$ cat config.mk
export PLATFORM = sky130hd
export DESIGN_NAME = muldiv_seq
export DESIGN_NICKNAME = d
export VERILOG_FILES = /design/src/rtl/muldiv_seq.sv
export SDC_FILE = /design/constraint.sdc
export NUM_CORES = 1
export LEC_CHECK = 0
export BUFFER_PORTS_ARGS = -buffer_cell sky130_fd_sc_hd__buf_2
export CORE_ASPECT_RATIO = 1.5
export CORE_MARGIN = 1.5
export CORE_UTILIZATION = 53
export CTS_BUF_LIST = sky130_fd_sc_hd__clkbuf_4 sky130_fd_sc_hd__clkbuf_8 sky130_fd_sc_hd__clkbuf_16
export CTS_CLUSTER_SIZE = 25
export DETAILED_ROUTE_END_ITERATION = 10
export PLACE_DENSITY = 0.87
export SLEW_MARGIN = 30
export SYNTH_ARGS = -nofsm -noshare
export SYNTH_HDL_FRONTEND = slang
export SYNTH_SLANG_ARGS = --single-unit
$ cat constraint.sdc
create_clock -name clk -period 3 [get_ports clk]
set_clock_uncertainty 0.1 [all_clocks]
set_input_delay 0.3 -clock clk [delete_from_list [all_inputs] [get_ports clk]]
set_output_delay 0.3 -clock clk [all_outputs]
set_load 0.02 [all_outputs]
$ cat src/rtl/muldiv_seq.sv
// muldiv_seq: iterative unsigned multu/divu sequencer driving the shared ALU.
// Each MUL/DIV cycle issues one addu/subu on the external ALU and folds the
// result into HI/LO. The operation completes after 32 iterations.
// Build option: define MULDIV_DIV_EN to build the restoring divider. Without
// it, divu finishes immediately with HI = LO = 0.
module muldiv_seq (
    input  logic        clk,
    input  logic        rst_n,
    input  logic        start,
    input  logic        op,
    input  logic [31:0] rs_val,
    input  logic [31:0] rt_val,
    output logic        busy,
    output logic        done,
    output logic [31:0] hi,
    output logic [31:0] lo,
    output logic [1:0]  alu_ctl,
    output logic [31:0] alu_a,
    output logic [31:0] alu_b,
    input  logic [31:0] alu_c
);

`ifdef MULDIV_DIV_EN
    typedef enum logic [1:0] {S_IDLE, S_MUL, S_DIV, S_DONE} state_t;
`else
    typedef enum logic [1:0] {S_IDLE, S_MUL, S_DONE} state_t;
`endif

    state_t      state_q, state_d;
    logic [31:0] hi_q, hi_d;
    logic [31:0] lo_q, lo_d;
    logic [31:0] opnd_q, opnd_d;
    logic [4:0]  cnt_q, cnt_d;
    logic        mul_carry;
`ifdef MULDIV_DIV_EN
    logic        div_t;
    logic [31:0] div_r;
`endif

    // State and datapath registers, cleared asynchronously
    always_ff @(posedge clk or negedge rst_n) begin
        if (!rst_n) begin
            state_q <= S_IDLE;
            hi_q    <= '0;
            lo_q    <= '0;
            opnd_q  <= '0;
            cnt_q   <= '0;
        end else begin
            state_q <= state_d;
            hi_q    <= hi_d;
            lo_q    <= lo_d;
            opnd_q  <= opnd_d;
            cnt_q   <= cnt_d;
        end
    end

    // Next-state, iteration step and ALU drive
    always_comb begin
        state_d   = state_q;
        hi_d      = hi_q;
        lo_d      = lo_q;
        opnd_d    = opnd_q;
        cnt_d     = cnt_q;
        alu_ctl   = 2'b00;
        alu_a     = '0;
        alu_b     = '0;
        // ALU carry-out is recovered from the wrapped sum
        mul_carry = (alu_c < hi_q);
`ifdef MULDIV_DIV_EN
        div_t     = hi_q[31];
        div_r     = {hi_q[30:0], lo_q[31]};
`endif
        case (state_q)
            S_IDLE, S_DONE: begin
                if (start) begin
                    hi_d  = '0;
                    cnt_d = '0;
                    if (!op) begin
                        lo_d    = rs_val;
                        opnd_d  = rt_val;
                        state_d = S_MUL;
                    end else begin
`ifdef MULDIV_DIV_EN
                        lo_d    = rs_val;
                        opnd_d  = rt_val;
                        state_d = S_DIV;
`else
                        lo_d    = '0;
                        state_d = S_DONE;
`endif
                    end
                end else if (state_q == S_DONE) begin
                    state_d = S_IDLE;
                end
            end
            S_MUL: begin
                alu_ctl = 2'b00;
                alu_a   = hi_q;
                alu_b   = opnd_q;
                if (lo_q[0]) begin
                    {hi_d, lo_d} = {mul_carry, alu_c, lo_q[31:1]};
                end else begin
                    {hi_d, lo_d} = {1'b0, hi_q, lo_q[31:1]};
                end
                cnt_d = cnt_q + 5'd1;
                if (cnt_q == 5'd31) begin
                    state_d = S_DONE;
                end
            end
`ifdef MULDIV_DIV_EN
            S_DIV: begin
                alu_ctl = 2'b01;
                alu_a   = div_r;
                alu_b   = opnd_q;
                // div_t is the bit shifted out of r; when set, r+2^32 >= divisor
                if (div_t || (div_r >= opnd_q)) begin
                    hi_d = alu_c;
                    lo_d = {lo_q[30:0], 1'b1};
                end else begin
                    hi_d = div_r;
                    lo_d = {lo_q[30:0], 1'b0};
                end
                cnt_d = cnt_q + 5'd1;
                if (cnt_q == 5'd31) begin
                    state_d = S_DONE;
                end
            end
`endif
            default: begin
                state_d = S_IDLE;
            end
        endcase
    end

`ifdef MULDIV_DIV_EN
    assign busy = (state_q == S_MUL) || (state_q == S_DIV);
`else
    assign busy = (state_q == S_MUL);
`endif
    assign done = (state_q == S_DONE);
    assign hi   = hi_q;
    assign lo   = lo_q;

endmodule

==> metrics, run 1 <==
Worst-Margin Slew=between 0.8 and 0.9 ns; Final period util=between 70% and 80%; startpoint types=register; Async SR Flop Fraction=between 90% and 100%; std cell rows=between 40 and 50; number of port buffers=around 230; post-route cell area=approximately 0.0072 mm2; H-tree depth=3; die height=129 um; CTS tree=yes; Max-Cap Viols=0; Slew Viols, Final=0; Iter 0 DRT Violations=270; critical path arrival=~1.9 ns; max incr delay on CP=0.66 ns; Placer Congestion=0.851; pin count of the biggest net entering global routing=89; Setup Buffers After CTS=0; Worst slew margin=42.9%; ys flop type=dfrtp_1; Tot Pwr=about 8.2 mW; leakage=3.71 nW; CP max stage cell=buf_4; register bit total from synthesis=between 100 and 150; commonest cells after routing, fill and taps aside=buf_2, dfrtp_1, nand2_1; WS Path Type=register to primary output; CP Capture Type=primary output; layout cells sized above 1=36.2%; drt pass-1 iters=4; clk slew on worst S/H paths=around 0.070 ns; ANT nets after route=0; mean post-synth cell area=9.47 um2; fin nets=940; RSZ-0062 raised after global routing=no; Final Hold Fails=0; # diodes=0; commonest non-fill, non-tap cell in the layout=buf_2; EDFF count, synth=0; VDD IR max=0.621 mV; synthesized cell area=0.00565 mm2; area delta synth->final=27.4%; # clock sinks=103; Inserted Clock Buffers=9; Via Count=5169; DR DRC count=0; sequential area share after synthesis=45.6%; Setup TNS Final=0 ns; yosys warns=0; run status=completed; vias in the first global route=4938; initial core utilization=54.0%; io pins=232; Root Driver=clkbuf_16; Max Root-Sink Buffers=2; Hold WS=0.0854 ns; Skew-Pair Late Insertion Delay=0.35 ns; final setup vio count=0; placed cell area=~0.0069 mm2; grt ovf=0; die area=~0.011 mm2; routed wire length=~14 mm; post-route minimum period=about 2.3 ns; Hold Path Class=input port to register; Post-Synthesis Cells=597; Vias per Instance=~5.4; Die Span X=87.3 um; WP data required=2.60 ns; Avg WL per Cell=about 15 um; cts hold-fix bufs=1; Unique masters post-synth=43; gr usage total=25.0%; critical path peak fanout=88; first-pass GRT wire length=22.3 mm; fmax=443 MHz; initial antenna violation count=0; pwr dens=approximately 1100 mW/mm2; PostCTS Resize Cnt=0; DP HPWL=between 10 and 15 mm; CORE AREA=0.0105 mm2; crit-path cells=nand2b_2 -> buf_4 -> nor2_1 -> buf_2
[Yosys cell counts (all sizes together) (5+ instances only)]
| cell | instances | area [um2] |
|---|---|---|
| clkbuf | 11 | 41.3 |
| inv | 33 | 124 |
| o21ai | 48 | 240 |
| nand2 | 94 | 353 |
| a31oi | 21 | 131 |
| nor3b | 10 | 75.1 |
| and2 | 33 | 206 |
| nor2 | 38 | 153 |
| buf | 30 | 171 |
| mux2i | 32 | 320 |
| dfrtp | 103 | 2580 |
| mux2 | 32 | 360 |
| a21oi | 42 | 210 |
| nand4 | 5 | 31.3 |
| ha | 33 | 413 |
[path summary, 6_finish.rpt]
| path | startpoint | endpoint | slack, ns | cells past startpoint |
|---|---|---|---|---|
| setup reg to reg | state_q[0] | opnd_q[2] | 0.96 | 4 |
| setup / recovery | state_q[0] | alu_a[28] | 0.74 | 4 |
| max in group asynchronous | rst_n | hi[15] | 1.62 | 3 |
| hold reg to reg | cnt_q[3] | cnt_q[3] | 0.40 | 1 |
| min in group asynchronous | rst_n | hi[23] | 0.41 | 2 |
| hold / removal | rt_val[13] | opnd_q[13] | 0.09 | 2 |
[registers in the layout (all words and copies together) (netlist names)]
signal,count
lo,32
hi,32
state_q,2
opnd_q,32
cnt_q,5
[critical path, delay by kind of cell, from the launching register on]
kind          cells  cell delay (ns)
simple gates      2             0.24
buf+inv           2             0.86
flops             1             0.41
[through the flow]
stage	setup slack, ns	util [%]	cells
after CTS	0.736	68.7	956
after detailed placement	0.938	65.5	939
after global routing	0.622	68.7	956
final	0.742	68.7	956
after floorplan	1.17	-	598
after global placement	0.979	65.5	939
[routing by layer]
| metal | vias to the layer above | global-route usage [%] | part of all wire (%) |
|---|---|---|---|
| met2 | 210 | 43.3 | 52 |
| met5 | - | 0 | 0 |
| met4 | 0 | 9.71 | 2.5 |
| met1 | 2476 | 29.8 | 40 |
| li1 | 2449 | - | - |
| met3 | 34 | 5.92 | 5.6 |
[kinds of logic (layout without fill, tap and decap cells)]
group | Yosys count | count (layout) | synth area share (%)
other | 1 | 2 | 0.0663
multiplexers | 64 | 64 | 12.0
AND/OR/NAND/NOR | 191 | 191 | 15.7
flip-flops | 103 | 103 | 45.6
adder cells (fa/ha/maj) | 33 | 33 | 7.30
AO/OA/AOI/OAI | 130 | 130 | 13.2
buffers and inverters | 75 | 289 | 6.04
[power by group]
group	switching (mW)	internal (mW)	total, mW
Clock	0.503	0.795	1.30
Combinational	2.71	1.63	4.34
Sequential	0.543	2.05	2.59
Total	3.75	4.47	8.22
[area by class of cell]
| type | count | area [um2] |
|---|---|---|
| Clock buffer | 13 | 268 |
| Clock inverter | 3 | 65.1 |
| Fill cell | 895 | 3280 |
| Inverter | 34 | 129 |
| Multi-Input combinational cell | 420 | 2740 |
| Sequential cell | 103 | 2580 |
| Tap cell | 144 | 180 |
| Timing Repair Buffer | 239 | 1240 |
Note: power is estimated with default switching activity, not from simulation.
==> run 2: changes to the inputs <==
--- a/config.mk
+++ b/config.mk
@@ -8,11 +8,11 @@
 export BUFFER_PORTS_ARGS = -buffer_cell sky130_fd_sc_hd__buf_2
 export CORE_ASPECT_RATIO = 1.5
 export CORE_MARGIN = 1.5
-export CORE_UTILIZATION = 53
+export CORE_UTILIZATION = 49
 export CTS_BUF_LIST = sky130_fd_sc_hd__clkbuf_4 sky130_fd_sc_hd__clkbuf_8 sky130_fd_sc_hd__clkbuf_16
 export CTS_CLUSTER_SIZE = 25
 export DETAILED_ROUTE_END_ITERATION = 10
-export PLACE_DENSITY = 0.87
+export PLACE_DENSITY = 0.81
 export SLEW_MARGIN = 30
 export SYNTH_ARGS = -nofsm -noshare
 export SYNTH_HDL_FRONTEND = slang
==> constraint.sdc (replaced) <==
create_clock -name clk -period 2.4 [get_ports clk]
set_clock_uncertainty 0.1 [all_clocks]
set_input_delay 0.24 -clock clk [delete_from_list [all_inputs] [get_ports clk]]
set_output_delay 0.24 -clock clk [all_outputs]
set_load 0.02 [all_outputs]
==> run 2 against run 1 <==
Wire length is 5.8% higher. Worst hold slack got worse by 0.062 ns. Flip-flop and latch count unchanged. First-iteration DRC count decreased by 29%. Critical path depth rose by 1. Via count decreased by 1.1%. Sequential power grew 25%. Register-to-register slack got worse by 0.48 ns. Worst setup slack worse by 0.49 ns. Critical path type unchanged.
==> metrics, run 2 (same netlist as run 1, synthesis figures left out) <==
run status=completed; final core occ=between 60 and 70%; io pins=232; DP Worst Slack=between 0.4 and 0.5 ns; Setup TNS Final=0 ns; gr usage total=24.9%; first-pass GRT wire length=24.4 mm; post-route cell area=0.00726 mm2; RSZ-0062 raised after global routing=no; placed cell area=~0.0069 mm2; DP HPWL=11.3 mm; critical path peak fanout=27; CP Capture Type=primary output; Placed Instances=946; critical path arrival=approximately 1.8 ns; initial core utilization=50.9%; WP data required=2.06 ns; Die Span X=between 90 and 100 um; fin nets=approximately 940; clk slew on worst S/H paths=0.07 ns; Final period util=89.3%; die area=0.0122 mm2; post-route minimum period=between 2 and 2.5 ns; # clock sinks=a little over 100; Max-Cap Viols=0; routed wire length=15.1 mm; Avg WL per Cell=15.7 um; CTS tree=yes; pin count of the biggest net entering global routing=between 60 and 70; # diodes=0; commonest cells after routing, fill and taps aside=buf_2, dfrtp_1, nand2_1; number of port buffers=229; Setup WS post-layout=0.256 ns; VDD IR max=0.723 mV; register area=between 0.002 and 0.003 mm2; Worst slew margin=56.9%; Tot Pwr=10.5 mW; Hold WS=between 0.02 and 0.025 ns; Final Hold Fails=0; Placer Congestion=0.847; layout cells sized above 1=36.5%; startpoint types=register; drt pass-1 iters=4; Iter 0 DRT Violations=193; FILL cells=approximately 900; final setup vio count=0; Setup crit start=state_q[0]; ANT nets after route=0; CP max stage cell=dfrtp_1; area delta synth->final=28.4%; Worst-Margin Slew=0.646 ns; multi-input logic area=0.00274 mm2; Reg-to-Reg Start=state_q[0]; WS Path Type=register to primary output; pwr dens=around 1400 mW/mm2; Via Count=5111; Hold Path Class=input port to register; fmax=~470 MHz; Setup Buffers After CTS=0; die height=approximately 130 um; grt ovf=0; max incr delay on CP=0.41 ns; Slew Viols, Final=0; leakage=3.74 nW; Inserted Clock Buffers=9; commonest non-fill, non-tap cell in the layout=buf_2; Max Root-Sink Buffers=2; Skew-Pair Late Insertion Delay=0.34 ns; Layout Cells excl Fill=963; DR DRC count=0; vias in the first global route=5138; CORE AREA=~0.011 mm2; initial antenna violation count=0; hold path start=rt_val[20]; crit-path cells=nand2b_2 -> clkinv_2 -> buf_4 -> and2_1 -> buf_2; H-tree depth=3; Root Driver=clkbuf_16; Vias per Instance=5.31; std cell rows=47
## run 2: final timing paths
check	cells after the start	slack (ns)	to
min in group asynchronous	2	0.32	hi[16]
hold / removal	2	0.02	opnd_q[20]
hold reg to reg	1	0.38	cnt_q[3]
setup reg to reg	6	0.48	cnt_q[2]
setup / recovery	5	0.26	alu_b[19]
max in group asynchronous	3	1.17	lo[3]
## run 2: metal layers
layer  GRT usage, %  routed length [um]  up-vias
met3           5.41                 966       32
met4           11.0                 410        0
met5              0                   0        -
met2           43.6                7680      212
met1           29.2                6040     2411
li1               -                   -     2456
## run 2: power breakdown
group | switching (mW) | total, mW | internal [mW]
combinational | 3.48 | 5.59 | 2.11
clock | 0.623 | 1.68 | 1.05
sequential | 0.682 | 3.24 | 2.56
total | 4.78 | 10.5 | 5.72
## run 2: layout make-up
| type | instances | share of cell area, % |
|---|---|---|
| clock buffer | 12 | 3.41 |
| clock inverter | 4 | 1.31 |
| inverter | 34 | 1.78 |
| multi-input combinational | 420 | 37.8 |
| sequential | 103 | 35.5 |
| tap | 147 | 2.53 |
| timing repair buffer | 243 | 17.7 |
## run 2: critical path: cells and delay by family (launching register included)
kind | cells | cell delay (ns)
buffers and inverters | 3 | 0.79
flip-flops | 1 | 0.41
AND/OR/NAND/NOR | 2 | 0.27
## run 2: what timing repair did
action                                 4_1_cts  5_1_grt
resized for setup                            0        0
endpoints found under the hold margin       38        0
hold buffers                                 1        0
